`config.mk`:
```
export PLATFORM = sky130hd
export DESIGN_NAME = apb_master
export DESIGN_NICKNAME = d
export VERILOG_FILES = /design/src/rtl/apb_master.sv
export SDC_FILE = /design/constraint.sdc
export NUM_CORES = 1
export LEC_CHECK = 0
export CAP_MARGIN = 25
export CORE_MARGIN = 5
export CORE_UTILIZATION = 25
export DETAILED_ROUTE_END_ITERATION = 10
export GPL_TIMING_DRIVEN = 0
export SETUP_SLACK_MARGIN = 0.2
export SYNTH_ARGS = -nofsm -noshare
export SYNTH_HDL_FRONTEND = slang
export SYNTH_SLANG_ARGS = --single-unit
```
`constraint.sdc`:
```
create_clock -name Pclk -period 3.6 [get_ports Pclk]
set_input_delay 0.54 -clock Pclk [delete_from_list [all_inputs] [get_ports Pclk]]
set_output_delay 0.54 -clock Pclk [all_outputs]
set_load 0.05 [all_outputs]
```
`src/rtl/apb_master.sv`:
```
// Single-outstanding APB requester: valid/ready command in, SETUP/ACCESS on APB, valid/ready response out.
// Optional ACCESS-phase timeout is compiled in with `define APB_MASTER_TIMEOUT_EN.
module apb_master #(
  parameter int ADDR_WIDTH     = 32,
  parameter int DATA_WIDTH     = 32,
  parameter int TIMEOUT_CYCLES = 16
) (
  input  logic                  Pclk,
  input  logic                  Prst,
  input  logic                  cmd_valid,
  output logic                  cmd_ready,
  input  logic                  cmd_write,
  input  logic [ADDR_WIDTH-1:0] cmd_addr,
  input  logic [DATA_WIDTH-1:0] cmd_wdata,
  output logic                  rsp_valid,
  input  logic                  rsp_ready,
  output logic [DATA_WIDTH-1:0] rsp_rdata,
  output logic                  rsp_slverr,
  output logic                  rsp_timeout,
  output logic [ADDR_WIDTH-1:0] Paddr,
  output logic                  Pselx,
  output logic                  Penable,
  output logic                  Pwrite,
  output logic [DATA_WIDTH-1:0] Pwdata,
  input  logic                  Pready,
  input  logic [DATA_WIDTH-1:0] Prdata,
  input  logic                  Pslverr
);

  localparam logic [1:0] ST_IDLE   = 2'd0;
  localparam logic [1:0] ST_SETUP  = 2'd1;
  localparam logic [1:0] ST_ACCESS = 2'd2;
  localparam logic [1:0] ST_RESP   = 2'd3;

  localparam logic [7:0] TMO_LAST = 8'(TIMEOUT_CYCLES - 1);

  logic [1:0]            r_state;
  logic                  r_cmd_ready;
  logic                  r_psel;
  logic                  r_penable;
  logic                  r_pwrite;
  logic [ADDR_WIDTH-1:0] r_paddr;
  logic [DATA_WIDTH-1:0] r_pwdata;
  logic                  r_rsp_valid;
  logic [DATA_WIDTH-1:0] r_rsp_rdata;
  logic                  r_rsp_slverr;
  logic                  r_rsp_timeout;
  logic                  w_abort;

`ifdef APB_MASTER_TIMEOUT_EN
  logic [7:0] r_tmo_cnt;

  // Counts ACCESS cycles already spent waiting; the abort fires in the
  // TIMEOUT_CYCLES-th waiting cycle unless Pready rescues it.
  always_ff @(posedge Pclk) begin
    if (Prst) begin
      r_tmo_cnt <= 8'd0;
    end else if (r_state == ST_SETUP) begin
      r_tmo_cnt <= 8'd0;
    end else if (r_state == ST_ACCESS && !Pready && r_tmo_cnt != 8'hFF) begin
      r_tmo_cnt <= r_tmo_cnt + 8'd1;
    end
  end

  assign w_abort = (r_state == ST_ACCESS) && !Pready && (r_tmo_cnt == TMO_LAST);
`else
  logic w_unused_tmo;

  assign w_unused_tmo = ^TMO_LAST;
  assign w_abort      = 1'b0;
`endif

  always_ff @(posedge Pclk) begin
    if (Prst) begin
      r_state       <= ST_IDLE;
      r_cmd_ready   <= 1'b0;
      r_psel        <= 1'b0;
      r_penable     <= 1'b0;
      r_pwrite      <= 1'b0;
      r_paddr       <= '0;
      r_pwdata      <= '0;
      r_rsp_valid   <= 1'b0;
      r_rsp_rdata   <= '0;
      r_rsp_slverr  <= 1'b0;
      r_rsp_timeout <= 1'b0;
    end else begin
      case (r_state)
        ST_IDLE: begin
          if (cmd_valid && r_cmd_ready) begin
            r_paddr     <= cmd_addr;
            r_pwrite    <= cmd_write;
            r_pwdata    <= cmd_wdata;
            r_psel      <= 1'b1;
            r_cmd_ready <= 1'b0;
            r_state     <= ST_SETUP;
          end else begin
            r_cmd_ready <= 1'b1;
          end
        end
        ST_SETUP: begin
          r_penable <= 1'b1;
          r_state   <= ST_ACCESS;
        end
        ST_ACCESS: begin
          if (Pready) begin
            r_rsp_rdata   <= r_pwrite ? '0 : Prdata;
            r_rsp_slverr  <= Pslverr;
            r_rsp_timeout <= 1'b0;
            r_rsp_valid   <= 1'b1;
            r_psel        <= 1'b0;
            r_penable     <= 1'b0;
            r_state       <= ST_RESP;
          end else if (w_abort) begin
            r_rsp_rdata   <= '0;
            r_rsp_slverr  <= 1'b1;
            r_rsp_timeout <= 1'b1;
            r_rsp_valid   <= 1'b1;
            r_psel        <= 1'b0;
            r_penable     <= 1'b0;
            r_state       <= ST_RESP;
          end
        end
        ST_RESP: begin
          // Ready is raised together with the handshake so a new command can land next edge.
          if (rsp_ready) begin
            r_rsp_valid <= 1'b0;
            r_cmd_ready <= 1'b1;
            r_state     <= ST_IDLE;
          end
        end
        default: begin
          r_state <= ST_IDLE;
        end
      endcase
    end
  end

  assign cmd_ready   = r_cmd_ready;
  assign rsp_valid   = r_rsp_valid;
  assign rsp_rdata   = r_rsp_rdata;
  assign rsp_slverr  = r_rsp_slverr;
  assign rsp_timeout = r_rsp_timeout;
  assign Paddr       = r_paddr;
  assign Pselx       = r_psel;
  assign Penable     = r_penable;
  assign Pwrite      = r_pwrite;
  assign Pwdata      = r_pwdata;

endmodule

```
# == Word level (Yosys, flattened, before mapping) ==
# Index checks and enable logic that the tools add are counted.
# classes
add_sub_neg,0
mul,0
div,0
order_cmp,0
eq_ne,6
shift,0
muxes,15
bitwise_logic,0
n_reduce_logical,13
# ops
op,n
two-way mux 32 bit,1
AND reduction 3 bit,3
case mux 1 bit (2 select lines),4
case mux 2 bit (4 select lines),1
AND reduction 2 bit,4
nonzero test 2 bit,4
two-way mux 1 bit,6
two-way mux 2 bit,3
"inequality test 2 bit, second input constant",3
"equality test 2 bit, second input constant",2
"equality test 2 x 1 -> 1 bit, second input constant",1
zero test 2 bit,1
logical AND 1 bit,1
# totals
ff_bits,104
latchBits,0
ramBits,0
rom_bits,0
output_inout_bits,103
word_cells,44
mem_count,0

# == Logic depth before layout (Yosys ltp) ==
# Gate-level depths: netlist of the first run.
# depth
ltp_word,3
ltp_mapped,7
depth_no_buf,5

# == Worst setup path after synthesis of the first run ==
# OpenSTA, ideal clock, no wires.
# synth_timing
kind,reg2reg
start,"reg r_cmd_ready, in the netlist cmd_ready"
end,"reg r_pwdata[10], in the netlist Pwdata[10]"
setup_ps,132
t_arrival_ps,1319
required_time_ps,3468
setup_slack_ps,2149
stages_incl_launch_ff,6
n_path_buf,2
path_cell_list,dfxtp_1 nand3_1 buf_4 buf_2 nand2_1 a21oi_1
# synth_between
elab_chain_len,2
# synth_lines
item,line,text
start: declaration,38,logic r_cmd_ready;
start signal: assignment,76,r_cmd_ready <= 1'b0;
start signal: assignment,94,r_cmd_ready <= 1'b0;
start signal: assignment,97,r_cmd_ready <= 1'b1;
logical AND 1 bit,89,if (cmd_valid && r_cmd_ready) begin
AND reduction 2 bit (no line),--,
end signal: assignment,92,r_pwdata <= cmd_wdata;
end: declaration,43,logic [DATA_WIDTH-1:0] r_pwdata;
# No other way between the ends.
# A chain may end at the register's enable or synchronous reset.

# == Worst setup path in the final report of the first run ==
# layout_timing
start,"reg r_pwrite, in the netlist Pwrite"
end,out Pwrite
# layout_lines
item,line,text
start: declaration,41,logic r_pwrite;
start signal: assignment,91,r_pwrite <= cmd_write;
end: declaration,23,"output logic Pwrite,"
# No word-level cell between the ends.

==> impl_metrics.py, run 1 <==
metrics = {
    "final_layout": {
        "area_growth_syn_to_layout_pct": 66.5,
        "n_antenna_cell": 0,
        "multi_input_area_mm2": 0.00161,
        "drive_gt1_share_pct": 6.22,
        "finalNetCount": 796,
        "layout_commonest_cell": "clkdlybuf4s50_1",
        "nFillCells": 1551,
        "layout_common_cells": "clkdlybuf4s50_1 (203), nand2_1 (165), dfxtp_1 (104), a21oi_1 (100), nand3b_1 (32)",
        "ff_latch_area_mm2": 0.00208,
    },
    "global_routing": {
        "grt_pass1_vias": 4003,
        "grt-ovfl-total": 0,
        "grt_pass1_wl_um": 20400,
        "grt.total_usage_pct": 13.9,
        "grt_start_max_net_pins": 17,
        "antenna_found_initial": 0,
    },
    "timing": {
        "period_share_pct": 60.7,
        "slew_headroom_pct": 62.0,
        "hold_viol": 0,
        "clock.fmax_mhz": 458,
        "tightest_slew_ns": 0.569,
        "drv_slew": 0,
        "skew_ns": 0.00570,
        "rsz0062_at_grt": "no",
        "setup_viol": 0,
        "finalSetupTns_ns": 0,
        "layout_min_cycle_time_ns": 2.18,
    },
    "setup_path": {
        "start_kind": "register",
        "cp.required_ns": 3.06,
        "worst-path-buf-inv": 1,
        "critPathKind": "reg2out",
        "crit_fanout": 7,
        "critPathCaptureType": "output port",
        "path_cells": "clkdlybuf4s50_1",
        "timing.rr.start": "r_state[0]",
        "cp_slowest_cell": "clkdlybuf4s50_1",
        "startpoint": "Pwrite",
        "crit_family": "buffers and inverters",
        "slowest_delay_ns": 0.85,
        "arrival_ns": 1.64,
    },
    "synthesis": {
        "ys.flop_type": "dfxtp_1",
        "syn_area_mm2": 0.00394,
        "yosys_warnings": 0,
        "seq_area_frac_synth_pct": 52.9,
        "syn_nets": 582,
        "async_reset_ff_share_pct": 0,
        "synth_seq_cells": 104,
        "synth.distinct_cells": 28,
        "synth_cells": 472,
        "synth_edf_count": 0,
        "synth.avg_cell_area_um2": 8.34,
    },
    "place": {
        "dp_hpwl_um": 10300,
        "routabilityCongestion": 0.742,
        "io_buffers": 203,
    },
    "drt": {
        "antenna_left": 0,
        "vias": 3879,
        "drcViolationCount": 0,
        "drtPass1Iterations": 4,
        "via_per_inst": 4.30,
        "wl_um": 13100,
        "wl_per_cell_um": 14.5,
        "drt_iter0_drc": 168,
    },
    "clock_network": {
        "postCtsSetupBuffers": 0,
        "htreeDepth": 3,
        "insertion_delay_ns": 0.34,
        "clockBufferDepth": 2,
        "clk_pin_slew_ns": 0.07,
        "ctsResizeCount": 0,
        "hold_buffers": 0,
        "clock-sinks": 104,
        "numCtsBuffers": 9,
        "root_buffer": "clkbuf_16",
        "cts_tree": "done",
    },
    "min_path": {
        "holdCritPathClass": "reg2reg",
        "holdCritStartpoint": "rsp_rdata[31]",
    },
    "die": {
        "die_area_mm2": 0.0183,
        "fp.dieH_um": 135,
        "row_count": 45,
        "top_level_ports": 206,
        "die_x_um": 135,
        "start_util_pct": 25.7,
        "core_area_mm2": 0.0153,
    },
    "power_and_ir_drop": {
        "p_per_area_mw_per_mm2": 610,
        "irDropWorstVdd_mv": 0.268,
        "power_uw": 3990,
        "p_leak_uw": 0.00226,
    },
    "run": {
        "drv_cap": 0,
    },
    "run_status": {
        "outcome": "completed",
    },
}
==> final cells by class <==
class / count / share of cell area, %
multi-input cells: 328 / 24.6
plain buffers: 37 / 3.49
inverters: 3 / 0.172
flip-flops and latches: 104 / 31.8
clock inverters: 6 / 1.26
well taps: 211 / 4.03
clock buffers: 10 / 3.65
repair buffers: 203 / 31.0
==> routing by layer <==
metal | global-route usage [%] | vias to the layer above | share of wire [%] | wire length (um)
met4 | 5.60 | 0 | 2.6 | 341
met3 | 4.31 | 21 | 7.6 | 997
li1 | - | 1972 | - | -
met2 | 24.1 | 131 | 49 | 6380
met1 | 15.8 | 1755 | 41 | 5350
met5 | 0 | - | 0 | 0
==> power by group <==
group          switching (uW)  internal (uW)  leakage (uW)
clock network             431            625      0.000158
logic                     973            570       0.00125
registers                87.5           1310      0.000844
total                    1490           2500       0.00226
==> final timing paths <==
| check | cells after the start | slack, ns | endpoint |
|---|---|---|---|
| worst min register to register | 2 | 0.45 | rsp_rdata[31] |
| worst min-delay path | 2 | 0.45 | rsp_rdata[31] |
| worst max register to register | 6 | 1.93 | rsp_rdata[27] |
| worst max-delay path | 1 | 1.42 | Pwrite |
==> metrics by stage <==
stage / utilization, % / std cells / setup slack [ns] / hold WS, ns / instance area [um2]
after floorplan: - / 472 / 2.15 / 0.634 / 3940
after CTS: 42.8 / 902 / 1.36 / 0.453 / 6550
after detailed placement: 40.7 / 886 / 1.59 / 0.444 / 6230
after global routing: 42.8 / 902 / 1.34 / 0.472 / 6550
after global placement: 40.7 / 886 / 1.66 / 0.440 / 6230
final: 42.8 / 902 / 1.42 / 0.450 / 6550
==> logic make-up after synthesis <==
kind of cell,after synthesis,share of synthesized area (%)
adder cells (fa/ha/maj),7,2.23
multiplexers,3,0.827
flip-flops,104,52.9
other,1,0.0953
AND/OR/NAND/NOR,208,23.4
AO/OA/AOI/OAI,109,14.5
buffers and inverters,40,6.10
==> synthesized netlist by cell type, types with 2 or more instances <==
cell type    n  area (um2)
a311o_1      2        20.0
buf_6        9         101
buf_2       12        60.1
dfxtp_1    104        2080
nand3b_1    32         240
nor2_1       3        11.3
a21oi_1    100         500
inv_1        3        11.3
buf_4        2        15.0
ha_1         7        87.6
nand2_1    165         619
clkbuf_1    11        41.3
buf_1        3        11.3
a211oi_1     2        15.0
nand3_1      2        10.0
nand2b_1     2        12.5
mux2_2       2        22.5
==> state kept, by name, indices dropped and copies added (netlist names) <==
name	cells
rsp_rdata	32
Pwrite	1
Pselx	1
Pwdata	32
cmd_ready	1
rsp_valid	1
r_state	2
Penable	1
Paddr	32
rsp_slverr	1
Note: power is estimated with default switching activity, not from simulation.
==> inputs of run 2 (changes only) <==
Clock period 3.6 ns to 2.11 ns, I/O delays scaled along.
==> impl_metrics.py, run 2 (synthesis gave the netlist of run 1 again) <==
metrics = {
    "global_routing": {
        "grt.total_usage_pct": 13.8,
        "grt_pass1_wl_um": 20400,
        "grtUsageMet1_pct": 15.8,
        "grt_pass1_vias": 4003,
        "busiest_layer": "met2",
        "antenna_found_initial": 0,
        "use_met2_pct": 24.1,
        "grt_start_max_net_pins": 17,
        "grt-ovfl-total": 0,
        "met3_usage_pct": 4.27,
    },
    "setup_path": {
        "critPathKind": "reg2out",
        "crit_family": "buffers and inverters",
        "cp_slowest_cell": "clkdlybuf4s50_1",
        "arrival_ns": 1.51,
        "critPathCaptureType": "output port",
        "worst-path-buf-inv": 1,
        "path_cells": "clkdlybuf4s50_1",
        "slowest_delay_ns": 0.83,
        "crit_fanout": 2,
        "cp.required_ns": 1.79,
        "start_kind": "register",
    },
    "clock_network": {
        "root_buffer": "clkbuf_16",
        "insertion_delay_ns": 0.34,
        "hold_buffers": 0,
        "numCtsBuffers": 9,
        "cts_tree": "done",
        "postCtsSetupBuffers": 0,
        "htreeDepth": 3,
        "clockBufferDepth": 2,
        "ctsResizeCount": 2,
        "clk_pin_slew_ns": 0.07,
        "clock-sinks": 104,
    },
    "timing": {
        "clock.fmax_mhz": 547,
        "slew_headroom_pct": 61.3,
        "hold_viol": 0,
        "period_share_pct": 86.7,
        "skew_ns": 0.00583,
        "rsz0062_at_grt": "no",
        "layout_min_cycle_time_ns": 1.83,
        "setup_viol": 0,
        "tightest_slew_ns": 0.579,
        "drv_slew": 0,
        "finalSetupTns_ns": 0,
    },
    "power_and_ir_drop": {
        "seqPwrFrac_pct": 35.0,
        "p_leak_uw": 0.00228,
        "switching_power_uw": 2540,
        "internal_power_uw": 4260,
        "irDropWorstVdd_mv": 0.457,
        "p_per_area_mw_per_mm2": 1040,
        "p_clk_share_pct": 26.5,
        "p_sw_share_pct": 37.4,
        "p_comb_share_pct": 38.6,
        "power_uw": 6810,
    },
    "place": {
        "dp_cells": 886,
        "io_buffers": 203,
        "routabilityCongestion": 0.742,
        "dp_hpwl_um": 10300,
    },
    "die": {
        "top_level_ports": 206,
        "row_count": 45,
        "start_util_pct": 25.7,
        "die_x_um": 135,
        "core_area_mm2": 0.0153,
        "fp.dieH_um": 135,
        "die_area_mm2": 0.0183,
    },
    "final_layout": {
        "finalNetCount": 796,
        "utilization_pct": 42.8,
        "layout_common_cells": "clkdlybuf4s50_1 (200), nand2_1 (165), dfxtp_1 (104), a21oi_1 (100), nand3b_1 (32)",
        "finalNonFillerCells": 902,
        "drive_gt1_share_pct": 6.22,
        "layout_commonest_cell": "clkdlybuf4s50_1",
        "n_antenna_cell": 0,
        "area_growth_syn_to_layout_pct": 66.5,
    },
    "drt": {
        "antenna_left": 0,
        "wl_um": 13100,
        "vias": 3882,
        "via_per_inst": 4.30,
        "drtPass1Iterations": 4,
        "drt_iter0_drc": 162,
        "drcViolationCount": 0,
        "wl_per_cell_um": 14.5,
    },
    "run_status": {
        "outcome": "completed",
    },
    "run": {
        "drv_cap": 0,
    },
    "min_path": {
        "holdCritPathClass": "in2reg",
    },
}
[run 2: cell count changes in the layout (fill, tap and decap cells not counted)]
cell | previous run | this run
clkdlybuf4s50_1 | 203 | 200
dlygate4sd2_1 | 0 | 2
dlymetal6s2s_1 | 0 | 1
[run 2: stage by stage]
| stage | instance area (um2) | hold WS, ns | worst slack, ns |
|---|---|---|---|
| after detailed placement | 6230 | 0.444 | 0.327 |
| after floorplan | 3940 | 0.452 | 0.659 |
| after CTS | 6550 | 0.325 | 0.218 |
| final | 6550 | 0.345 | 0.280 |
| after global routing | 6550 | 0.371 | 0.224 |
| after global placement | 6230 | 0.440 | 0.392 |
[run 2: cell type report]
type / count / area (um2)
clock buffers: 10 / 239
inverters: 3 / 11.3
well taps: 211 / 264
flip-flops and latches: 104 / 2080
plain buffers: 37 / 229
repair buffers: 203 / 2030
fillers: 1551 / 8760
multi-input cells: 328 / 1610
clock inverters: 6 / 82.6
[run 2: path summary, 6_finish.rpt]
check | start | to | slack, ns | depth (start not counted)
worst max register to register | r_state[0] | rsp_rdata[27] | 0.44 | 6
worst min register to register | rsp_rdata[31] | rsp_rdata[31] | 0.45 | 2
worst max-delay path | Paddr[5] | Paddr[5] | 0.28 | 1
worst min-delay path | Prst | r_state[1] | 0.34 | 3
[run 2: routing by layer]
layer  up-vias  part of all wire, %
met1      1759                   41
met5         -                    0
li1       1973                    -
met2       129                   49
met3        21                  7.7
met4         0                  2.6
[run 2: power by group through the flow]
stage | logic, uW | registers (uW) | clock network (uW)
after floorplan | 837 | 3280 | 0
after global placement | 2620 | 2420 | 0
after detailed placement | 2650 | 2430 | 0
after CTS | 2650 | 2380 | 1880
after global routing | 2800 | 2420 | 1940
final | 2630 | 2380 | 1800
==> inputs of run 3 (changes only) <==
Settings changed: TNS_END_PERCENT from default to 5.
Clock period 2.11 ns to 2.2 ns, I/O delays scaled along.
==> impl_metrics.py, run 3 (synthesis gave the netlist of run 1 again) <==
metrics = {
    "timing": {
        "drv_slew": 0,
        "setup_slack_ns": 0.283,
        "slew_headroom_pct": 62.0,
        "finalSetupTns_ns": 0,
        "tightest_slew_ns": 0.569,
        "skew_ns": 0.00570,
        "hold_viol": 0,
        "setup_viol": 0,
        "period_share_pct": 87.1,
        "clock.fmax_mhz": 522,
        "layout_min_cycle_time_ns": 1.92,
        "rsz0062_at_grt": "no",
    },
    "drt": {
        "antenna_left": 0,
        "drtPass1Iterations": 4,
        "drt_iter0_drc": 168,
        "drcViolationCount": 0,
        "via_per_inst": 4.30,
        "wl_um": 13100,
        "vias": 3879,
        "wl_per_cell_um": 14.5,
    },
    "final_layout": {
        "layout_commonest_cell": "clkdlybuf4s50_1",
        "utilization_pct": 42.8,
        "multi_input_area_mm2": 0.00161,
        "layout_common_cells": "clkdlybuf4s50_1 (202), nand2_1 (165), dfxtp_1 (104), a21oi_1 (100), nand3b_1 (32)",
        "area_growth_syn_to_layout_pct": 66.5,
        "n_antenna_cell": 0,
        "ff_latch_area_mm2": 0.00208,
        "nFillCells": 1551,
        "drive_gt1_share_pct": 6.22,
        "finalNetCount": 796,
    },
    "setup_path": {
        "arrival_ns": 1.59,
        "startpoint": "cmd_ready",
        "cp.required_ns": 1.87,
        "cp_num_cells": 1,
        "crit_family": "buffers and inverters",
        "worst-path-buf-inv": 1,
        "timing.rr.start": "r_state[0]",
        "cp_slowest_cell": "clkdlybuf4s50_1",
        "crit_path_end": "cmd_ready",
        "path_cells": "clkdlybuf4s50_1",
        "critPathKind": "reg2out",
        "critPathCaptureType": "output port",
        "r2r_end": "rsp_rdata[27]",
        "reg2regPathDepth": 6,
        "r2r_slack_ns": 0.53,
        "crit_fanout": 5,
        "slowest_delay_ns": 0.86,
        "start_kind": "register",
    },
    "clock_network": {
        "clk_pin_slew_ns": 0.07,
        "insertion_delay_ns": 0.34,
        "htreeDepth": 3,
        "numCtsBuffers": 9,
        "clockBufferDepth": 2,
        "cts_tree": "done",
        "clock-sinks": 104,
        "root_buffer": "clkbuf_16",
    },
    "die": {
        "core_area_mm2": 0.0153,
        "top_level_ports": 206,
        "row_count": 45,
        "die_x_um": 135,
        "start_util_pct": 25.7,
        "fp.dieH_um": 135,
        "die_area_mm2": 0.0183,
    },
    "global_routing": {
        "grt_pass1_wl_um": 20400,
        "grt-ovfl-total": 0,
        "grt.total_usage_pct": 13.9,
        "grt_start_max_net_pins": 17,
        "antenna_found_initial": 0,
        "grt_pass1_vias": 4003,
    },
    "power_and_ir_drop": {
        "p_per_area_mw_per_mm2": 997,
        "p_leak_uw": 0.00226,
        "irDropWorstVdd_mv": 0.438,
    },
    "run_status": {
        "outcome": "completed",
    },
    "place": {
        "io_buffers": 203,
        "routabilityCongestion": 0.742,
        "dp_hpwl_um": 10300,
        "place_ws_ns": 0.404,
    },
    "run": {
        "drv_cap": 0,
    },
    "min_path": {
        "holdCritPathClass": "in2reg",
    },
}
-- run 3: layer usage --
layer	vias to the layer above	part of all wire (%)	global-route usage (%)	routed length (um)
met4	0	2.6	5.60	341
met3	21	7.6	4.31	997
li1	1972	-	-	-
met1	1755	41	15.8	5350
met5	-	0	0	0
met2	131	49	24.1	6380
-- run 3: stage by stage --
| stage | std cells | area [um2] | power [uW] | hold slack, ns |
|---|---|---|---|---|
| after floorplan | 472 | 3940 | 3950 | 0.466 |
| after global placement | 886 | 6230 | 4830 | 0.440 |
| after detailed placement | 886 | 6230 | 4870 | 0.444 |
| after CTS | 902 | 6550 | 6640 | 0.338 |
| after global routing | 902 | 6550 | 6870 | 0.384 |
| final | 902 | 6550 | 6530 | 0.358 |
-- run 3: power by group --
group / switching (uW) / total [uW] / internal, uW
combinational: 1590 / 2520 / 932
clock: 705 / 1730 / 1020
sequential: 143 / 2280 / 2140
total: 2440 / 6530 / 4090
-- run 3: area by class of cell --
class,instances,area share (%)
clock inverters,6,1.26
flip-flops and latches,104,31.8
well taps,211,4.03
clock buffers,10,3.65
plain buffers,37,3.50
multi-input cells,328,24.6
inverters,3,0.172
repair buffers,203,31.0
-- run 3: how the worst min path moves through the flow --
stage / start / end / depth (start not counted)
final: Prst / r_state[1] / 3
after global routing: Prst / r_state[1] / 3
after CTS: Prst / r_state[1] / 3
after detailed placement: rsp_rdata[3] / rsp_rdata[3] / 2
after global placement: rsp_rdata[1] / rsp_rdata[1] / 2
after floorplan: cmd_addr[4] / Paddr[4] / 2
-- run 3: what timing repair did --
item                                    in CTS  in global routing
hold buffers                                 0                  0
gates resized for setup                      1                  0
buffers inserted                             0                  0
endpoints found under the setup margin       1                  0
